[src/rtl/imm_decode_stage_pkg.sv]
// imm_pkg: opcodes, type one-hot indices, skid states and the decode result record.
package imm_pkg;
    localparam int OP_W = 7;
    localparam logic [OP_W-1:0] OP_LUI    = 7'b0110111;
    localparam logic [OP_W-1:0] OP_AUIPC  = 7'b0010111;
    localparam logic [OP_W-1:0] OP_JAL    = 7'b1101111;
    localparam logic [OP_W-1:0] OP_JALR   = 7'b1100111;
    localparam logic [OP_W-1:0] OP_BRANCH = 7'b1100011;
    localparam logic [OP_W-1:0] OP_LOAD   = 7'b0000011;
    localparam logic [OP_W-1:0] OP_STORE  = 7'b0100011;
    localparam logic [OP_W-1:0] OP_IMM    = 7'b0010011;
    localparam logic [OP_W-1:0] OP_IMM32  = 7'b0011011;
    localparam logic [OP_W-1:0] OP_REG    = 7'b0110011;
    localparam logic [OP_W-1:0] OP_REG32  = 7'b0111011;
    localparam logic [OP_W-1:0] OP_SYSTEM = 7'b1110011;
    localparam int T_J = 0;
    localparam int T_U = 1;
    localparam int T_B = 2;
    localparam int T_S = 3;
    localparam int T_I = 4;
    localparam int T_R = 5;
    localparam logic [5:0] K_J = 6'(1) << T_J;
    localparam logic [5:0] K_U = 6'(1) << T_U;
    localparam logic [5:0] K_B = 6'(1) << T_B;
    localparam logic [5:0] K_S = 6'(1) << T_S;
    localparam logic [5:0] K_I = 6'(1) << T_I;
    localparam logic [5:0] K_R = 6'(1) << T_R;
    typedef enum logic [1:0] {EMPTY, ONE, TWO} skid_state_t;
    // imm is the 32-bit form; the stage sign-extends it to XLEN (zimm has bit 31 clear)
    typedef struct packed {
        logic [31:0] imm;
        logic [5:0]  kind;
        logic        illegal;
    } dec_t;
endpackage

[src/rtl/imm_decode_stage_comb.sv]
// imm_decode_comb: classifies an RV instruction and builds its XLEN sign-extended immediate.
module imm_decode_comb
    import imm_pkg::*;
#(
    parameter int XLEN    = 32,
    parameter int OP_LEN  = 7,
    parameter int EN_ZIMM = 1
) (
    input  logic [31:0]     instr,
    output logic [XLEN-1:0] imm,
    output logic [5:0]      kind,
    output logic            illegal
);
    dec_t dec;
    logic [OP_LEN-1:0] op;
    logic [31:0] i_imm, s_imm, b_imm, u_imm, j_imm;
    assign op = instr[OP_LEN-1:0];
    always_comb begin
        i_imm = {{20{instr[31]}}, instr[31:20]};
        s_imm = {{20{instr[31]}}, instr[31:25], instr[11:7]};
        b_imm = {{20{instr[31]}}, instr[7], instr[30:25], instr[11:8], 1'b0};
        u_imm = {instr[31:12], 12'b0};
        j_imm = {{12{instr[31]}}, instr[19:12], instr[20], instr[30:21], 1'b0};
        dec = '{imm: '0, kind: '0, illegal: 1'b1};
        case (op)
            OP_JALR, OP_LOAD, OP_IMM: dec = '{imm: i_imm, kind: K_I, illegal: 1'b0};
            OP_IMM32:  if (XLEN == 64) dec = '{imm: i_imm, kind: K_I, illegal: 1'b0};
            OP_SYSTEM: if (EN_ZIMM != 0) dec = '{imm: instr[14] ? {27'b0, instr[19:15]} : i_imm, kind: K_I, illegal: 1'b0};
            OP_REG:    dec = '{imm: '0, kind: K_R, illegal: 1'b0};
            OP_REG32:  if (XLEN == 64) dec = '{imm: '0, kind: K_R, illegal: 1'b0};
            OP_STORE:  dec = '{imm: s_imm, kind: K_S, illegal: 1'b0};
            OP_BRANCH: dec = '{imm: b_imm, kind: K_B, illegal: 1'b0};
            OP_LUI, OP_AUIPC: dec = '{imm: u_imm, kind: K_U, illegal: 1'b0};
            OP_JAL:    dec = '{imm: j_imm, kind: K_J, illegal: 1'b0};
            default: ;
        endcase
    end
    assign imm = XLEN'(signed'(dec.imm));
    assign kind = dec.kind;
    assign illegal = dec.illegal;
endmodule

[src/rtl/imm_decode_stage.sv]
// imm_decode_stage: registered, handshaked immediate decode with optional 2-entry skid buffer.
module imm_decode_stage
    import imm_pkg::*;
#(
    parameter int XLEN    = 32,
    parameter int OP_LEN  = 7,
    parameter int TAG_W   = 32,
    parameter int SKID    = 1,
    parameter int EN_ZIMM = 1
) (
    input  logic             clk,
    input  logic             rst,
    input  logic             flush,
    input  logic             in_valid,
    output logic             in_ready,
    input  logic [31:0]      in_instr,
    input  logic [TAG_W-1:0] in_tag,
    output logic             out_valid,
    input  logic             out_ready,
    output logic [XLEN-1:0]  out_imm,
    output logic [5:0]       out_type,
    output logic             out_illegal,
    output logic [TAG_W-1:0] out_tag
);
    localparam int BW = XLEN + 7 + TAG_W;
    logic [XLEN-1:0] d_imm;
    logic [5:0] d_kind;
    logic d_illegal;
    logic [BW-1:0] in_beat, main_q, skid_q;
    skid_state_t state, nxt;
    logic rdy_q, accept, drain;
    imm_decode_comb #(.XLEN(XLEN), .OP_LEN(OP_LEN), .EN_ZIMM(EN_ZIMM)) u_dec (
        .instr(in_instr),
        .imm(d_imm),
        .kind(d_kind),
        .illegal(d_illegal)
    );
    assign in_beat = {d_imm, d_kind, d_illegal, in_tag};
    assign {out_imm, out_type, out_illegal, out_tag} = main_q;
    assign out_valid = state != EMPTY;
    // without a skid entry, readiness must look through to out_ready; rdy_q still gates it until the first edge after reset
    assign in_ready = rdy_q && !flush && (SKID != 0 || state == EMPTY || out_ready);
    assign accept = in_valid && in_ready;
    assign drain = out_valid && out_ready && !flush;
    always_comb begin
        nxt = state;
        case (state)
            EMPTY:   nxt = accept ? ONE : EMPTY;
            ONE:     nxt = (accept && !drain) ? TWO : (drain && !accept) ? EMPTY : ONE;
            TWO:     nxt = drain ? ONE : TWO;
            default: nxt = EMPTY;
        endcase
        if (flush) nxt = EMPTY;
    end
    always_ff @(posedge clk or posedge rst) begin
        if (rst) begin
            state  <= EMPTY;
            rdy_q  <= 1'b0;
            main_q <= '0;
            skid_q <= '0;
        end else begin
            state <= nxt;
            rdy_q <= nxt != TWO;
            if (accept && (state == EMPTY || (state == ONE && drain))) main_q <= in_beat;
            else if (state == TWO && drain) main_q <= skid_q;
            if (accept && state == ONE && !drain) skid_q <= in_beat;
        end
    end
endmodule

[config.mk]
export PLATFORM = sky130hd
export DESIGN_NAME = imm_decode_stage
export DESIGN_NICKNAME = d
export VERILOG_FILES = /design/src/rtl/imm_decode_stage_pkg.sv /design/src/rtl/imm_decode_stage_comb.sv /design/src/rtl/imm_decode_stage.sv
export SDC_FILE = /design/constraint.sdc
export NUM_CORES = 1
export LEC_CHECK = 0
export BUFFER_PORTS_ARGS = -buffer_cell sky130_fd_sc_hd__buf_2
export CELL_PAD_IN_SITES_DETAIL_PLACEMENT = 1
export CELL_PAD_IN_SITES_GLOBAL_PLACEMENT = 1
export CORE_MARGIN = 4
export CORE_UTILIZATION = 37
export CTS_CLUSTER_SIZE = 25
export DETAILED_ROUTE_END_ITERATION = 16
export PLACE_DENSITY = 0.78
export SYNTH_ARGS = -nofsm -noshare
export SYNTH_HDL_FRONTEND = slang
export SYNTH_SLANG_ARGS = --single-unit
[constraint.sdc]
create_clock -name clk -period 4.4 [get_ports clk]
set_input_delay 0.88 -clock clk [delete_from_list [all_inputs] [get_ports clk]]
set_output_delay 0.88 -clock clk [all_outputs]
set_load 0.05 [all_outputs]
# After elaboration in Yosys (flattened, before gate mapping)
# Cells that the tools add are included.
[totals]
regBits = 145
in_bits = 69
out_inout_bits = 73
[op_classes]
eq_ne = 13
mux = 10
n_reduce_logical = 20
[op_table]
columns = ["operator", "count"]
rows = [
  ["39-bit case mux with 7 select lines", 1],
  ["71-bit two-way mux", 2],
  ["32-bit two-way mux", 1],
  ["7-bit == test, second input constant", 4],
  ["7-bit by 6-bit == test with 1-bit output, second input constant", 3],
  ["7-bit by 5-bit == test with 1-bit output, second input constant", 2],
  ["1-bit logical AND", 11],
  ["7-bit by 2-bit == test with 1-bit output, second input constant", 1],
  ["2-bit two-way mux", 3],
  ["2-bit case mux with 3 select lines", 1],
  ["2-bit nonzero test", 2],
  ["1-bit zero test", 3],
  ["3-bit OR reduction", 1],
  ["2-bit by 1-bit == test with 1-bit output, second input constant", 1],
  ["2-bit == test, second input constant", 1],
  ["2-bit zero test", 1],
  ["1-bit two-way mux", 2],
  ["2-bit inequality test, second input constant", 1],
  ["2-bit OR reduction", 1],
  ["1-bit logical OR", 1],
]

# Depth between registers and ports, before layout
[logic_depth]
ltp_word = 10
ltp_mapped = 7
mapped_depth_nobuf = 7

# Cells and area by module
# A second synthesis with hierarchy kept.
[unflattened]
hier_cells = 492
area_unflattened_um2 = 6980.4
[modules_own_cells]
columns = ["module", "n_inst", "cells_each", "area_each_um2", "seq_area_each_um2"]
rows = [
  ["imm_decode_stage", 1, 401, 6342.3, 3628.5],
  ["imm_decode_comb", 1, 91, 638.1, 0.0],
]

# Worst setup path before layout
# OpenSTA, ideal clock, no wires.
[synth_path]
path_kind = "in2out"
startpoint = "input port flush"
endpoint = "output port in_ready"
arrival_time_ps = 1569
t_required_ps = 3520
setup_slack_ps = 1951
path_stages = 1
cell_sequence = "nor2b_1"
[synth_between]
elab_chain_cells = 2
[synth_lines]
columns = ["item", "line", "source"]
rows = [
  ["start: declaration", "imm_decode_stage.sv:13", "input logic flush,"],
  ["1-bit zero test", "imm_decode_stage.sv:42", "assign in_ready = rdy_q && !flush && (SKID != 0 || state == EMPTY || out_ready);"],
  ["1-bit logical AND", "imm_decode_stage.sv:42", ""],
  ["end: declaration", "imm_decode_stage.sv:15", "output logic in_ready,"],
]
# No other way between the ends.

# Worst setup path after layout
[layout_path]
startpoint = "input port flush"
endpoint = "register main_q[48]"
[layout_between]
elab_chain_cells = 6
word_cells_on_any_way = 10
[layout_lines]
columns = ["item", "line", "source"]
rows = [
  ["1-bit zero test (*)", "imm_decode_stage.sv:42, imm_decode_stage.sv:44", ""],
  ["1-bit logical AND", "imm_decode_stage.sv:44", "assign drain = out_valid && out_ready && !flush;"],
  ["1-bit logical AND", "imm_decode_stage.sv:64", "if (accept && (state == EMPTY || (state == ONE && drain))) main_q <= in_beat;"],
  ["1-bit logical OR", "imm_decode_stage.sv:64", ""],
  ["1-bit logical AND", "imm_decode_stage.sv:64", ""],
  ["71-bit two-way mux / 2-bit nonzero test (equally long branches)", "n/a", ""],
  ["end signal: assignment", "imm_decode_stage.sv:64", ""],
  ["end signal: assignment", "imm_decode_stage.sv:65", "else if (state == TWO && drain) main_q <= skid_q;"],
  ["end: declaration", "imm_decode_stage.sv:29", "logic [BW-1:0] in_beat, main_q, skid_q;"],
]
# Every way passes the cells marked *; elsewhere a longest branch is shown, timed or not.
# A chain may end at the register's enable or synchronous reset.

==> results.env <==
POST_CTS_RESIZED=0
IO_PINS=142
NUMPORTBUFFERS=141
SYNTH.AVG_CELL_AREA_UM2=9.56
SYNTH.LIB_CELLS_USED.DISTINCT=58
SLEW_HEADROOM_PCT=22.3
DR_TOP_LAYER='met5'
TIMING.CRITICAL_PATH.CELLS='buf_2 > nand3b_4 > nor3_2 > buf_4 > nand3_2 > nor2b_4 > a221o_1'
DRC_ERRORS=0
DRV.MAX_CAP_VIOLATION_COUNT=0
INSTANCES_NO_FILL=1025
TIMING_WORST_SETUP_PATH_TYPE='input port to flop'
POSTSYNTHCELLCOUNT=668
LONGEST_INDIVIDUAL_STAGE_DELAY_ON_THE_WORST_PATH_PS=610
CTS.SINK_COUNT=145
CLOCKROOTBUFFER='sky130_fd_sc_hd__clkbuf_16'
POWER_REPORT.INTERNAL_TOTAL_mW=2.60
RESULT_OF_THE_RUN='finished clean'
POWER_DENSITY_nW_PER_UM2=472
DOMINANTREGCELLSYNTH='sky130_fd_sc_hd__dfrtp_1'
PWR-SHARE-CLK_PCT=41.5
DIE-AREA_UM2=19400
DP.FINAL_HPWL_UM=13400
FINAL.PERIOD_UTILIZATION_PCT=60.3
ROUTE.MET2.WL_UM=9960
SWSHARE_PCT=29.9
SYNTH_TOP_CELLS_BY_AREA='sky130_fd_sc_hd__dfrtp_1 57%, sky130_fd_sc_hd__nand2_1 12%, sky130_fd_sc_hd__a22oi_1 5.2%, sky130_fd_sc_hd__a21oi_1 3.1%, sky130_fd_sc_hd__o21ai_0 3.1%'
CRITICAL_PATH.SLOWEST_CELL='sky130_fd_sc_hd__nand3_2'
DRTANTENNAVIOLNETS=0
VIAS=5615
ROUTE.DETAILED.VIAS_PER_INST=5.48
TIMING_HOLD_VIOLATIONS_FINAL=0
ROUTEDWLPERCELL_UM=19.3
GRT_PASS1_VIAS=6089
CTS_TREE='yes'
TIMING.CRITICAL_PATH.FROM_TYPE='input port'
CTS-HTREE-LEVELS=4
DRT-PASS1-ITER-COUNT=4
SYNTHESIS.AREA_UM2=6380
MULTI_INPUT_AREA_UM2=2520
CRIT_PATH_END_KIND='flop'
SYNTH-EDFF-COUNT=0
P_COMB_SHARE_PCT=16.3
FINAL_AREA_UM2=7870
PATH_MAX_FANOUT=39
DIE-HEIGHT_UM=139
GRT_MAX_DEGREE=60
FILLER_CELL_COUNT=1957
DRIVE_ABOVE_1_SHARE_PCT=24.9
WORST-ENDPOINT-ARRIVAL_PS=3010
TRITONCTS.NUM_BUFFERS=17
SETUP_VIOL=0
SYNTH-SIMPLE-AREA-SHARE_PCT=20.6
POWER_FRAC_SEQ_PCT=42.1
NET_SWITCHING_COMPONENT_OF_THE_POWER_mW=1.11
POSTSYNTHREGISTERBITS=145
LAYOUT-AREA-OVERHEAD-VS-SYNTH_PCT=23.2
POST-CTS-SETUP-BUFFERS=0
YOSYS_WARNINGS=0
GLOBAL_ROUTE.OVERFLOW_TOTAL=0
TOTALWIRELENGTH_UM=19800
SYNTH_COMPOUND_AREA_SHARE_PCT=17.9
SYNTH_AREA_LEADER_CELL='sky130_fd_sc_hd__dfrtp_1'
LEAKAGE_nW=4.07
DPL-INSTANCE-AREA_UM2=7240
MAIN_COMBINATIONAL_CELL_FAMILY_BY_AREA_AFTER_SYNTHESIS='simple AND/OR/NAND/NOR gates'
FINAL.MIN_CLOCK_PERIOD_PS=2650
CLKSLEWWORSTSETUPHOLDPATHS_PS=60
GRT_USAGE_PCT=20.7
SYNTH_XOR_AREA_SHARE_PCT=0.137
GP_CONGESTION=0.838
SYNTH_MUX_AREA_SHARE_PCT=0.568
TIMING.HOLD.WS_PS=477
CTS_HOLD_BUFFERS=0
WIRE_LENGTH_OF_THE_FIRST_GLOBAL_ROUTING_PASS_UM=32500
DIE_W_UM=139
CTS_MAX_PATH_BUFFERS=2
YOSYS-TOP-CELLS-COUNT='210 x sky130_fd_sc_hd__nand2_1, 145 x sky130_fd_sc_hd__dfrtp_1, 44 x sky130_fd_sc_hd__a22oi_1, 40 x sky130_fd_sc_hd__a21oi_1, 40 x sky130_fd_sc_hd__o21ai_0'
CORE-AREA_UM2=16800
YOSYS.AREA.TOP_TYPE_SHARE_PCT=56.8
DPL.CELL_COUNT=993
CLK-INSERTION-DELAY-LATE_PS=430
FMAXACHIEVABLE_MHz=377
DRT_ITER0_DRC=291
YOSYSMOSTFREQUENTCELL='sky130_fd_sc_hd__nand2_1'
PLACEMENTROWS=47
SYNTHARSTFLOPSHARE_PCT=100
TIGHTEST_SLEW_PS=1160
CLOCK_SKEW_PS=8.17
SYNTH_SEQ_AREA_SHARE_PCT=56.8
POWER.TOTAL_mW=3.71
M1WIRELENGTH_UM=8310
START_UTIL_PCT=38.1
RSZ_0062_RAISED_AFTER_GLOBAL_ROUTING='false'
IRDROPWORSTVDD_V=0.000307
ROUTE.MET3.WL_UM=1140
HOLD_PATH_CLASS='flop to flop'
MAPPEDNETLISTNETS=738
DRV_SLEW=0
CRIT_REQUIRED_PS=4760
FINAL.SETUP.TNS_PS=0
DESIGN.FINAL.NETS=862
YOSYS.AREA_SHARE.ADDER_PCT=0.196
GRT_ANTENNA_BEFORE_REPAIR=3
STORAGE_ELEMENT_AREA_UM2=3630
## path summary, 6_finish.rpt
check | cells past startpoint | start | to | slack [ps]
min in group asynchronous | 2 | rst | skid_q[45]$_DFFE_PP0P_ | 620
max | 7 | flush | main_q[48]$_DFFE_PP0P_ | 1750
min reg2reg | 2 | main_q[13]$_DFFE_PP0P_ | main_q[13]$_DFFE_PP0P_ | 480
max in group asynchronous | 3 | rst | main_q[70]$_DFFE_PP0P_ | 2800
max reg2reg | 6 | state[0]$_DFF_PP0_ | main_q[48]$_DFFE_PP0P_ | 2000
min | 2 | main_q[13]$_DFFE_PP0P_ | main_q[13]$_DFFE_PP0P_ | 480
## stage by stage
stage | setup WS [ps] | utilization [%]
after floorplan | 1700 | -
after global placement | 1450 | 43.2
after detailed placement | 1340 | 43.2
after CTS | 1770 | 46.9
after global routing | 1600 | 46.9
final | 1750 | 46.9
## registers in the layout (all words and copies together), names as in the netlist
| register | count |
|---|---|
| rdy_q | 1 |
| main_q | 71 |
| state | 2 |
| skid_q | 71 |
## logic make-up after synthesis
family / after synthesis
simple gates: 293
compound gates: 174
fa+ha+maj: 1
buf+inv: 51
flops: 145
xor+xnor: 1
mux: 3
## power by group through the flow
stage                     logic, mW  registers [mW]  clock network [mW]
after global placement        0.586            1.58                   0
final                         0.606            1.56                1.54
after floorplan               0.206            1.79                   0
after global routing          0.657            1.58                1.63
after detailed placement      0.608            1.59                   0
after CTS                     0.613            1.57                1.57
## layout make-up
type,instances,area share (%)
flip-flops and latches,145,46.1
clock inverters,11,2.26
well taps,220,3.50
multi-input cells,472,32.1
diodes,1,0.0318
repair buffers,150,9.99
clock buffers,20,5.68
inverters,6,0.334
## layer usage
| metal | vias up | GRT usage (%) |
|---|---|---|
| li1 | 2563 | - |
| met1 | 2865 | 26.0 |
| met2 | 153 | 34.8 |
| met3 | 30 | 5.80 |
| met4 | 4 | 6.59 |
| met5 | - | 0 |
## cells in the final DEF (no fill, tap or decap), types with 2 or more instances in the layout
| cell type | synthesis | final |
|---|---|---|
| sky130_fd_sc_hd__o22ai_1 | 12 | 12 |
| sky130_fd_sc_hd__a221o_1 | 8 | 8 |
| sky130_fd_sc_hd__nand3b_1 | 2 | 2 |
| sky130_fd_sc_hd__a22o_1 | 7 | 7 |
| sky130_fd_sc_hd__o21ai_1 | 4 | 4 |
| sky130_fd_sc_hd__buf_2 | 11 | 141 |
| sky130_fd_sc_hd__a21oi_1 | 40 | 40 |
| sky130_fd_sc_hd__nor2_2 | 1 | 2 |
| sky130_fd_sc_hd__clkinvlp_4 | 0 | 4 |
| sky130_fd_sc_hd__clkbuf_1 | 25 | 2 |
| sky130_fd_sc_hd__nor2_1 | 24 | 23 |
| sky130_fd_sc_hd__a22oi_1 | 44 | 44 |
| sky130_fd_sc_hd__a222oi_1 | 4 | 4 |
| sky130_fd_sc_hd__and3b_1 | 2 | 2 |
| sky130_fd_sc_hd__a211oi_1 | 2 | 2 |
| sky130_fd_sc_hd__and3_1 | 21 | 21 |
| sky130_fd_sc_hd__nor3_2 | 1 | 2 |
| sky130_fd_sc_hd__a211o_1 | 2 | 2 |
| sky130_fd_sc_hd__buf_4 | 1 | 8 |
| sky130_fd_sc_hd__nand2_1 | 210 | 210 |
| sky130_fd_sc_hd__inv_6 | 0 | 4 |
| sky130_fd_sc_hd__o21ai_0 | 40 | 40 |
| sky130_fd_sc_hd__clkbuf_16 | 0 | 17 |
| sky130_fd_sc_hd__nand3_1 | 4 | 4 |
| sky130_fd_sc_hd__dfrtp_1 | 145 | 145 |
| sky130_fd_sc_hd__a31oi_1 | 4 | 4 |
| sky130_fd_sc_hd__nand3_2 | 2 | 2 |
| sky130_fd_sc_hd__inv_1 | 6 | 5 |
| sky130_fd_sc_hd__nand2b_1 | 3 | 3 |
| sky130_fd_sc_hd__bufinv_16 | 0 | 4 |
| sky130_fd_sc_hd__nor2b_1 | 5 | 5 |
## worst max-delay path: cells and delay by family
kind	cells	cell delay, ps
AND/OR/NAND/NOR	4	1360
buffers and inverters	2	540
AO/OA/AOI/OAI	1	190
No activity file was read; power rests on OpenSTA's default activity.
